--- config.mk ---
export PLATFORM = sky130hd
export DESIGN_NAME = note_period_detector
export DESIGN_NICKNAME = d
export VERILOG_FILES = /design/src/rtl/note_detect_pkg.sv /design/src/rtl/hysteresis_crossing.sv /design/src/rtl/note_period_detector.sv
export SDC_FILE = /design/constraint.sdc
export NUM_CORES = 1
export LEC_CHECK = 0
export BUFFER_PORTS_ARGS = -buffer_cell sky130_fd_sc_hd__buf_4
export CORE_ASPECT_RATIO = 0.6
export CORE_MARGIN = 3
export CORE_UTILIZATION = 43
export DETAILED_ROUTE_END_ITERATION = 12
export SLEW_MARGIN = 20
export SYNTH_ARGS = -nofsm -noshare
export SYNTH_HDL_FRONTEND = slang
export SYNTH_SLANG_ARGS = --single-unit
--- constraint.sdc ---
create_clock -name clock -period 8.09 [get_ports clock]
set_input_delay 1.618 -clock clock [delete_from_list [all_inputs] [get_ports clock]]
set_output_delay 1.618 -clock clock [all_outputs]
set_load 0.02 [all_outputs]
--- src/rtl/note_detect_pkg.sv ---
// Shared types and default constants for the note period detector.
package note_detect_pkg;

    typedef enum logic [1:0] {
        IDLE    = 2'd0,
        ACQUIRE = 2'd1,
        TRACK   = 2'd2
    } state_e;

    localparam int unsigned WIDTH_DEF      = 32;
    localparam logic [31:0] HYST_DEF       = 32'd100000000;
    localparam logic [31:0] MIN_PERIOD_DEF = 32'd16;
    localparam logic [31:0] MAX_PERIOD_DEF = 32'd4000000;

endpackage

--- src/rtl/hysteresis_crossing.sv ---
// Hysteresis rising-crossing detector: a low sample arms, a high sample
// while armed fires a combinational rise and disarms.
import note_detect_pkg::*;

module hysteresis_crossing #(
    parameter int unsigned      WIDTH = WIDTH_DEF,
    parameter logic [WIDTH-1:0] HYST  = WIDTH'(HYST_DEF)
) (
    input  logic                    clock,
    input  logic                    resetn,
    input  logic                    clear,
    input  logic signed [WIDTH-1:0] sample_in,
    output logic                    rise
);

    localparam logic signed [WIDTH-1:0] HYST_POS = HYST;
    localparam logic signed [WIDTH-1:0] HYST_NEG = -HYST_POS;

    logic armed_q;
    logic armed_d;
    logic is_low;
    logic is_high;

    assign is_low  = (sample_in <= HYST_NEG);
    assign is_high = (sample_in >= HYST_POS);
    assign rise    = armed_q && is_high;

    // Clear dominates so a dropped enable or a timeout always disarms.
    always_comb begin
        armed_d = armed_q;
        if (clear) begin
            armed_d = 1'b0;
        end else if (is_low) begin
            armed_d = 1'b1;
        end else if (rise) begin
            armed_d = 1'b0;
        end
    end

    always_ff @(posedge clock or negedge resetn) begin
        if (!resetn) begin
            armed_q <= 1'b0;
        end else begin
            armed_q <= armed_d;
        end
    end

endmodule

--- src/rtl/note_period_detector.sv ---
// Recovers the note period (in clocks) from a signed sample stream.
// Define PERIOD_AVG_EN to publish a 4-period running average instead of raw periods.
import note_detect_pkg::*;

module note_period_detector #(
    parameter int unsigned      WIDTH      = WIDTH_DEF,
    parameter logic [WIDTH-1:0] HYST       = WIDTH'(HYST_DEF),
    parameter logic [WIDTH-1:0] MIN_PERIOD = WIDTH'(MIN_PERIOD_DEF),
    parameter logic [WIDTH-1:0] MAX_PERIOD = WIDTH'(MAX_PERIOD_DEF)
) (
    input  logic                    clock,
    input  logic                    resetn,
    input  logic                    enable,
    input  logic signed [WIDTH-1:0] sample_in,
    output logic [WIDTH-1:0]        period_out,
    output logic                    period_valid,
    output logic                    note_present,
    output logic                    timeout
);

    state_e           state_q;
    logic [WIDTH-1:0] count_q;
    logic [WIDTH-1:0] period_q;
    logic             valid_q;
    logic             present_q;
    logic             timeout_q;

    logic             rise;
    logic             at_limit;
    logic             timeout_evt;
    logic             accept;
    logic             publish;
    logic             xing_clear;
    logic [WIDTH-1:0] p_meas;
    logic [WIDTH-1:0] pub_value;

    hysteresis_crossing #(
        .WIDTH (WIDTH),
        .HYST  (HYST)
    ) u_crossing (
        .clock     (clock),
        .resetn    (resetn),
        .clear     (xing_clear),
        .sample_in (sample_in),
        .rise      (rise)
    );

    // Counter holds cycles since the last rise minus one, hence the +1.
    assign p_meas      = count_q + WIDTH'(1);
    assign at_limit    = (count_q == MAX_PERIOD - WIDTH'(1));
    assign timeout_evt = enable && (state_q != IDLE) && !rise && at_limit;
    assign accept      = enable && (state_q == TRACK) && rise && (p_meas >= MIN_PERIOD);
    assign xing_clear  = !enable || timeout_evt;

`ifdef PERIOD_AVG_EN
    logic [WIDTH-1:0] hist_q [4];
    logic [WIDTH+1:0] sum_q;
    logic [WIDTH+1:0] sum_d;
    logic [2:0]       fill_q;
    logic             avg_clear;

    // History restarts on every fresh acquisition, including from IDLE.
    assign avg_clear = !enable || (state_q == IDLE) || timeout_evt;
    assign sum_d     = sum_q - {2'b00, hist_q[3]} + {2'b00, p_meas};
    assign publish   = accept && (fill_q >= 3'd3);
    assign pub_value = WIDTH'(sum_d >> 2);

    always_ff @(posedge clock or negedge resetn) begin
        if (!resetn) begin
            for (int i = 0; i < 4; i++) begin
                hist_q[i] <= '0;
            end
            sum_q  <= '0;
            fill_q <= '0;
        end else if (avg_clear) begin
            for (int i = 0; i < 4; i++) begin
                hist_q[i] <= '0;
            end
            sum_q  <= '0;
            fill_q <= '0;
        end else if (accept) begin
            hist_q[0] <= p_meas;
            for (int i = 1; i < 4; i++) begin
                hist_q[i] <= hist_q[i-1];
            end
            sum_q  <= sum_d;
            fill_q <= (fill_q == 3'd4) ? 3'd4 : fill_q + 3'd1;
        end
    end
`else
    assign publish   = accept;
    assign pub_value = p_meas;
`endif

    always_ff @(posedge clock or negedge resetn) begin
        if (!resetn) begin
            state_q   <= IDLE;
            count_q   <= '0;
            period_q  <= '0;
            valid_q   <= 1'b0;
            present_q <= 1'b0;
            timeout_q <= 1'b0;
        end else begin
            valid_q   <= 1'b0;
            timeout_q <= 1'b0;
            if (!enable) begin
                state_q   <= IDLE;
                count_q   <= '0;
                period_q  <= '0;
                present_q <= 1'b0;
            end else begin
                case (state_q)
                    IDLE: begin
                        state_q <= ACQUIRE;
                        count_q <= '0;
                    end
                    ACQUIRE: begin
                        if (rise) begin
                            state_q <= TRACK;
                            count_q <= '0;
                        end else if (timeout_evt) begin
                            timeout_q <= 1'b1;
                            present_q <= 1'b0;
                            count_q   <= '0;
                        end else begin
                            count_q <= count_q + WIDTH'(1);
                        end
                    end
                    TRACK: begin
                        // A rise on the limit cycle still counts as a period.
                        if (rise) begin
                            count_q <= '0;
                            if (publish) begin
                                period_q  <= pub_value;
                                valid_q   <= 1'b1;
                                present_q <= 1'b1;
                            end
                        end else if (timeout_evt) begin
                            timeout_q <= 1'b1;
                            present_q <= 1'b0;
                            count_q   <= '0;
                            state_q   <= ACQUIRE;
                        end else begin
                            count_q <= count_q + WIDTH'(1);
                        end
                    end
                    default: begin
                        state_q <= IDLE;
                        count_q <= '0;
                    end
                endcase
            end
        end
    end

    assign period_out   = period_q;
    assign period_valid = valid_q;
    assign note_present = present_q;
    assign timeout      = timeout_q;

endmodule

==> PnR_summary.wiki, run 1 <==
{| class="wikitable"
! Metric !! Value
|-
| Post-layout minimum cycle time || about 4.4 ns
|-
| Crit-path cells || buf_4 > and4_1 > o2111ai_1 > a2111oi_0 > o21a_1 > nand3_1 > buf_4 > a31oi_4 > o22ai_1
|-
| Critical path required time || slightly above 8 ns
|-
| Maximum number of pins on one net before global-route repair || between 70 and 80
|-
| Number of top-level pins || 70
|-
| Design Power || 0.000948 W
|-
| CTS resizes || 0
|-
| Share of cells above drive strength 1 || around a fifth
|-
| Final clock skew || 0.00709 ns
|-
| Routed WL || 10900 um
|-
| Max Clk Rate || approximately 230 MHz
|-
| Number of max-capacitance violations reported || 0
|-
| Max incr delay on CP || 0.85 ns
|-
| Reg2Reg Launch Point || count_q[0]
|-
| Synthesis-to-finish area growth || 22.1%
|-
| Clock transition at the register clock pins on the worst setup and hold paths after CTS || 0.06 ns
|-
| P_leak || slightly above 2 nW
|-
| Kind of start point of the critical path || primary input
|-
| Maximum number of buffers from clock root to sink || 2
|-
| Iteration-0 DRC count of the detailed router || 281
|-
| Hold_sp || period_out[14]
|-
| Share of async-settable or async-resettable flops after synthesis || 100%
|-
| Row Count || 26
|-
| Worst endpoint data arrival time || between 4 and 5 ns
|-
| Worst hold-check slack || 0.533 ns
|-
| Global routing usage summed across all routing layers || 22.1%
|-
| Unrepaired setup endpoints after global routing || false
|-
| Endpoint of the worst hold-timing path || period_out[14]
|-
| Share of synthesized area spent on multiplexers || under 10%
|-
| Count of state elements after synthesis || 70
|-
| Number of nets still failing antenna checks after routing || 0
|-
| Initial standard-cell utilization of the core || between 40% and 50%
|-
| Complex-gate fraction of the synthesized area || 11.8%
|-
| Post-detailed-route wirelength per cell || around 18 um
|-
| Final weighted congestion in routability-driven placement || about 0.95
|-
| Number of nets in the layout || around 530
|-
| Initial antenna violation count || 0
|-
| Worst r2r path cells || 8
|-
| Count of flip-flops with a built-in enable after synthesis || 0
|-
| Number of pins exceeding their max-slew limit in the final report || 0
|-
| Die Wd || 131 um
|-
| Slew of the pin with the lowest slew margin || 0.999 ns
|-
| Post-Syn Instances || 439
|-
| Avg Synthesized Cell Area || between 9 and 10 sq um
|-
| Count of endpoints failing hold in the final timing report || 0
|-
| Vertical die dimension || 80.9 um
|-
| Area of the core || 8780 sq um
|-
| Worst path most repeated cell || buf_4
|-
| Deepest level of the CTS H-tree || 3
|-
| Xor-xnor portion of the synthesized cell area || 5.89%
|-
| Combinational family with the most area after synthesis || simple AND/OR/NAND/NOR gates
|-
| Adder and majority cell fraction of the synthesized area || under 10%
|-
| Commonest cells after routing, fill and taps aside || buf_4, dfrtp_1, nand2_1, nor2_1, o22ai_1
|-
| Hold depth || 2
|-
| Post-synth net total || 479
|-
| Number of hold-repair buffers added at the cts stage || 0
|-
| Global-route wire length before repair || 18200 um
|-
| Commonest non-fill, non-tap cell in the layout || buf_4
|-
| Outcome || finished clean
|-
| Total number of vias || 3574
|-
| Setup Total Neg Slack || 0 ns
|-
| Post-synth design cell area || 4020 sq um
|-
| Slew headroom || ~33%
|-
| Overall die area || ~11000 sq um
|-
| Clock tree from TritonCTS || done
|-
| End of the worst register-to-register path || period_out[27]
|-
| Maximum fanout count along the critical path || 32
|-
| Global-route congestion overflow total || 0
|-
| Post-CTS repair timing setup buffer count || 0
|-
| Count of yosys warnings during synthesis || 0
|-
| Half-perimeter wire length after detailed placement || a little under 8000 um
|-
| Worst setup path category || in -> reg
|-
| Final worst path period share || between 50% and 60%
|-
| Cell at the root of the clock tree || clkbuf_16
|-
| Number of clock sinks seen by CTS || 70
|-
| Antenna diode instance count || 0
|-
| Via count of the first global-routing pass || roughly 3400
|-
| Via density || 5.90
|-
| Slack of the worst reg-to-reg path || 4.35 ns
|-
| CP endpoint kind || flip-flop
|-
| Post-route standard cell area excluding fillers || 4910 sq um
|-
| Total iterations of the first detailed-routing run || 5
|-
| Count of unresolved DRC violations after routing || 0
|-
| Areal power density over the cells || about 190 nW/um^2
|-
| PortBufs || 69
|-
| Sequential element share of the synthesized area || 43.6%
|-
| Peak supply drop || 0.0987 mV
|-
| TritonCTS buffer count || 9
|-
| Insertion delay of the later-clocked pin in the worst-skew pair || approximately 0.33 ns
|-
| Placement-stage cell area || ~4500 sq um
|-
| Final setup violation count || 0
|-
| Number of distinct library cells after synthesis || 55
|-
| Slowest library cell on the worst path || a2111oi_0
|-
| Min-Delay Path Class || reg -> reg
|-
| Simple logic cell fraction of the synthesized area || 30.8%
|-
| Primary FF master, synth || dfrtp_1
|}
==> worst max path at each step <==
| stage | startpoint | to | slack, ns |
|---|---|---|---|
| 2_1_floorplan | sample_in[8] | period_out[11] | 4.48 |
| 3_3_place_gp | sample_in[18] | period_out[25] | 3.61 |
| 3_5_place_dp | sample_in[18] | period_out[27] | 3.46 |
| 4_1_cts | sample_in[18] | period_out[27] | 3.79 |
| 5_1_grt | sample_in[18] | period_out[25] | 3.57 |
| 6_report | sample_in[18] | period_out[27] | 3.68 |
==> synth_stat cells, types with 2 or more instances <==
library cell | number | area share [%]
a21boi_0 | 2 | 0.37
a21oi_1 | 7 | 0.87
a31oi_1 | 3 | 0.47
a32oi_1 | 2 | 0.44
and2_1 | 8 | 1.2
and3_1 | 9 | 1.4
and4_1 | 4 | 0.87
buf_2 | 12 | 1.5
clkbuf_1 | 19 | 1.8
dfrtp_1 | 70 | 44
ha_1 | 5 | 1.6
inv_1 | 8 | 0.75
mux2i_1 | 7 | 1.7
nand2_1 | 51 | 4.8
nand2b_1 | 3 | 0.47
nand3_1 | 22 | 2.7
nand3_2 | 2 | 0.50
nand4_1 | 17 | 2.6
nand4_4 | 2 | 1.1
nand4b_1 | 3 | 0.65
nor2_1 | 50 | 4.7
nor2b_1 | 3 | 0.47
nor3_1 | 7 | 0.87
nor4_1 | 21 | 3.3
nor4_2 | 2 | 0.62
nor4_4 | 2 | 1.1
nor4b_1 | 4 | 0.87
o211ai_1 | 3 | 0.56
o21a_1 | 3 | 0.56
o21ai_0 | 4 | 0.50
o221ai_1 | 2 | 0.44
o22ai_1 | 26 | 4.0
o31a_1 | 3 | 0.65
or3_1 | 4 | 0.62
or4_1 | 4 | 0.75
xnor2_1 | 14 | 3.1
xor2_1 | 13 | 2.8
==> registers in the layout, indices dropped and copies added (netlist names) <==
| signal | flops |
|---|---|
| u_crossing.armed_q | 1 |
| timeout | 1 |
| note_present | 1 |
| state_q | 2 |
| period_out | 32 |
| count_q | 32 |
| period_valid | 1 |
==> cell type report <==
class	count	area, sq um
inverter	8	30.0
multi-input combinational	329	2090
timing repair buffer	71	533
fill	814	3880
tap	112	140
clock inverter	5	105
sequential	70	1750
clock buffer	11	253
==> power by group <==
group          internal (W)  switching (W)  leakage, nW
Clock              0.000318       0.000149        0.168
Combinational     0.0000394      0.0000725        0.930
Sequential         0.000359      0.0000114        0.974
==> per-layer routing <==
layer	global-route usage [%]	up-vias	wire, um	part of all wire (%)
li1	-	1704	-	-
met3	5.39	9	768	7.0
met1	34.2	1738	5700	52
met4	4.41	0	67	0.61
met2	30.9	123	4390	40
met5	0	-	0	0
==> stage by stage <==
stage | utilization [%] | setup WS, ns | std cells
floorplan | - | 4.48 | 439
global placement | 51.8 | 3.61 | 590
detailed placement | 51.8 | 3.46 | 590
CTS | 55.9 | 3.79 | 606
global route | 55.9 | 3.57 | 606
finish | 55.9 | 3.68 | 606
==> critical path, delay by kind of cell <==
family | cells | cell delay [ns]
compound gates | 5 | 2.27
simple gates | 2 | 0.27
buf+inv | 2 | 0.38
==> logic make-up after synthesis <==
group,after synthesis
multiplexers,8
AND/OR/NAND/NOR,223
XOR/XNOR,27
buffers and inverters,40
flip-flops,70
adder cells (fa/ha/maj),5
AO/OA/AOI/OAI,66
Note: power is estimated with default switching activity, not from simulation.
==> run 2: changes to the inputs <==
- clock period: 8.09 -> 4.1 ns (I/O delays scaled with it)
==> run 2 against run 1 <==
Die area did not move. Hold slack barely moved. Sequential power rose by 97%. Sequential cell count did not move. Count of clock-buffer cells in the layout fell by 1. First-iteration DRC count rose by 13%. Utilization fell by 0.13 points. Combinational power rose by 99%. Register-to-register slack got worse by 3.8 ns. Setup slack got worse by 3.1 ns. Critical path depth did not move. Via count rose by 1.5%. Critical path type is now reg -> reg. Largest cell class unchanged. Largest power group unchanged.
==> PnR_summary.wiki, run 2 (same netlist as run 1, synthesis figures left out) <==
{| class="wikitable"
! Metric !! Value
|-
| Placement-stage cell area || 4570 sq um (+0.50%)
|-
| Final worst path period share || a little under nine tenths
|-
| Insertion delay of the later-clocked pin in the worst-skew pair || 0.34 ns (about the same)
|-
| P_leak || 2.07 nW (about the same)
|-
| Final clock skew || 0.00383 ns (-0.00325 ns)
|-
| Slew of the pin with the lowest slew margin || 1.07 ns (+0.0688 ns)
|-
| Share of cells above drive strength 1 || 20.9% (+0.48 points)
|-
| Final weighted congestion in routability-driven placement || 0.948 (+0.15%)
|-
| Unrepaired setup endpoints after global routing || false
|-
| Number of fillers in the final layout || 841 (+3.3%)
|-
| Vertical die dimension || 80.9 um (unchanged)
|-
| Worst hold-check slack || 0.533 ns (+0.000186 ns)
|-
| Initial antenna violation count || 0 (unchanged)
|-
| Setup Total Neg Slack || 0 ns (unchanged)
|-
| Maximum fanout count along the critical path || 32 (unchanged)
|-
| Half-perimeter wire length after detailed placement || 8250 um (+4.8%)
|-
| Final setup violation count || 0 (unchanged)
|-
| Number of nets still failing antenna checks after routing || 0 (unchanged)
|-
| Outcome || finished clean
|-
| Critical path required time || 4.26 ns (-3.98 ns)
|-
| Routed WL || 11600 um (+5.7%)
|-
| Slew headroom || 28.8% (-4.6 points)
|-
| Worst endpoint data arrival time || 3.66 ns (-0.90 ns)
|-
| Die Wd || 131 um (unchanged)
|-
| PortBufs || 69 (unchanged)
|-
| Peak supply drop || 0.241 mV (+140%)
|-
| Iteration-0 DRC count of the detailed router || 318 (+13%)
|-
| Clock tree from TritonCTS || done
|-
| Via count of the first global-routing pass || 3480 (+1.9%)
|-
| CP endpoint kind || flip-flop
|-
| Number of clock sinks seen by CTS || 70 (unchanged)
|-
| Global-route congestion overflow total || 0 (unchanged)
|-
| Min-Delay Path Class || reg -> reg
|-
| Antenna diode instance count || 0 (unchanged)
|-
| Post-detailed-route wirelength per cell || 19.0 um (+5.2%)
|-
| Number of nets in the layout || 532 (+0.57%)
|-
| Max Clk Rate || 286 MHz
|-
| Core utilization of the finished layout || 55.7% (-0.13 points)
|-
| Post-CTS repair timing setup buffer count || 0 (unchanged)
|-
| Area of the core || 8780 sq um (unchanged)
|-
| TritonCTS buffer count || 9 (unchanged)
|-
| Worst Setup Slack post-DPL || 0.463 ns (-2.99 ns)
|-
| Areal power density over the cells || 368 nW/um^2 (+90%)
|-
| Clock transition at the register clock pins on the worst setup and hold paths after CTS || 0.06 ns (about the same)
|-
| Worst setup path category || reg -> reg
|-
| Number of max-capacitance violations reported || 0 (unchanged)
|-
| Maximum number of buffers from clock root to sink || 2 (unchanged)
|-
| Post-layout minimum cycle time || 3.50 ns
|-
| Initial standard-cell utilization of the core || 45.7% (unchanged)
|-
| Commonest non-fill, non-tap cell in the layout || buf_4
|-
| CTS resizes || 0 (unchanged)
|-
| Count of unresolved DRC violations after routing || 0 (unchanged)
|-
| Row Count || 26 (unchanged)
|-
| Maximum number of pins on one net before global-route repair || 71 (unchanged)
|-
| Commonest cells after routing, fill and taps aside || buf_4, dfrtp_1, nand2_1, nor2_1, o22ai_1
|-
| Synthesis-to-finish area growth || 21.8%
|-
| Count of endpoints failing hold in the final timing report || 0 (unchanged)
|-
| Total number of vias || 3628 (+1.5%)
|-
| Area taken by flip-flops and latches || 1750 sq um (unchanged)
|-
| Cell at the root of the clock tree || clkbuf_16
|-
| Multi-input combinational cell area || 2090 sq um (unchanged)
|-
| Number of top-level pins || 70 (unchanged)
|-
| Deepest level of the CTS H-tree || 3 (unchanged)
|-
| Global-route wire length before repair || 19000 um (+4.4%)
|-
| Post-route standard cell area excluding fillers || 4890 sq um (-0.23%)
|-
| Number of pins exceeding their max-slew limit in the final report || 0 (unchanged)
|-
| Crit path setup slack, layout || 0.598 ns (-3.08 ns)
|-
| Global routing usage summed across all routing layers || 23.4% (+1.3 points)
|-
| Total iterations of the first detailed-routing run || 5 (unchanged)
|-
| Kind of start point of the critical path || flip-flop
|-
| Number of hold-repair buffers added at the cts stage || 0 (unchanged)
|-
| Overall die area || 10600 sq um (unchanged)
|-
| Via density || 5.96 (+1.0%)
|}
==> run 2: cell types whose count changed in the layout (fill, tap and decap cells not counted), sizes merged <==
| cell | delta |
|---|---|
| clkinv | +2 |
| bufinv | -1 |
| buf | +3 |
| clkbuf | -1 |
==> run 2: per-layer routing <==
metal	vias up	routed length [um]	GRT usage, %
met5	-	0	0
met4	0	95	5.13
met3	10	754	5.19
met2	124	4720	32.7
met1	1778	5980	36.5
li1	1716	-	-
==> run 2: final cells by class <==
cell class | instances | share of cell area [%]
multi-input combinational | 329 | 42.8
sequential | 70 | 35.8
timing repair buffer | 74 | 11.3
clock buffer | 10 | 4.88
tap | 112 | 2.86
clock inverter | 6 | 1.74
inverter | 8 | 0.613
==> run 2: critical path, cell delays in order, from the launching register on <==
cell and delay [ns]:
dfrtp_1 0.49, ha_1 0.27, and3_1 0.33, nand3_2 0.22, nor4_1 0.48, mux2_2 0.23, a211oi_1 0.06, buf_4 0.16
a31oi_4 0.84, o22ai_1 0.21
==> run 2: where the power goes <==
group          internal (W)  switching (W)  total, W
clock network      0.000547       0.000300  0.000846
registers          0.000708      0.0000224  0.000730
logic             0.0000779       0.000146  0.000223
==> run 2: worst paths after layout <==
kind | startpoint | endpoint | slack [ns] | cells after the start
min reg2reg | period_out[17] | period_out[17] | 0.53 | 2
min in group asynchronous | resetn | state_q[0] | 0.58 | 1
max in group asynchronous | resetn | period_out[9] | 2.90 | 1
max reg2reg | count_q[0] | period_out[30] | 0.60 | 9
min | period_out[17] | period_out[17] | 0.53 | 2
max | count_q[0] | period_out[30] | 0.60 | 9
==> run 2: per-stage QoR <==
step                total power (W)  std cells
floorplan                  0.000870        439
global placement           0.000961        593
detailed placement         0.000966        593
CTS                         0.00182        609
global route                0.00188        609
finish                      0.00180        609
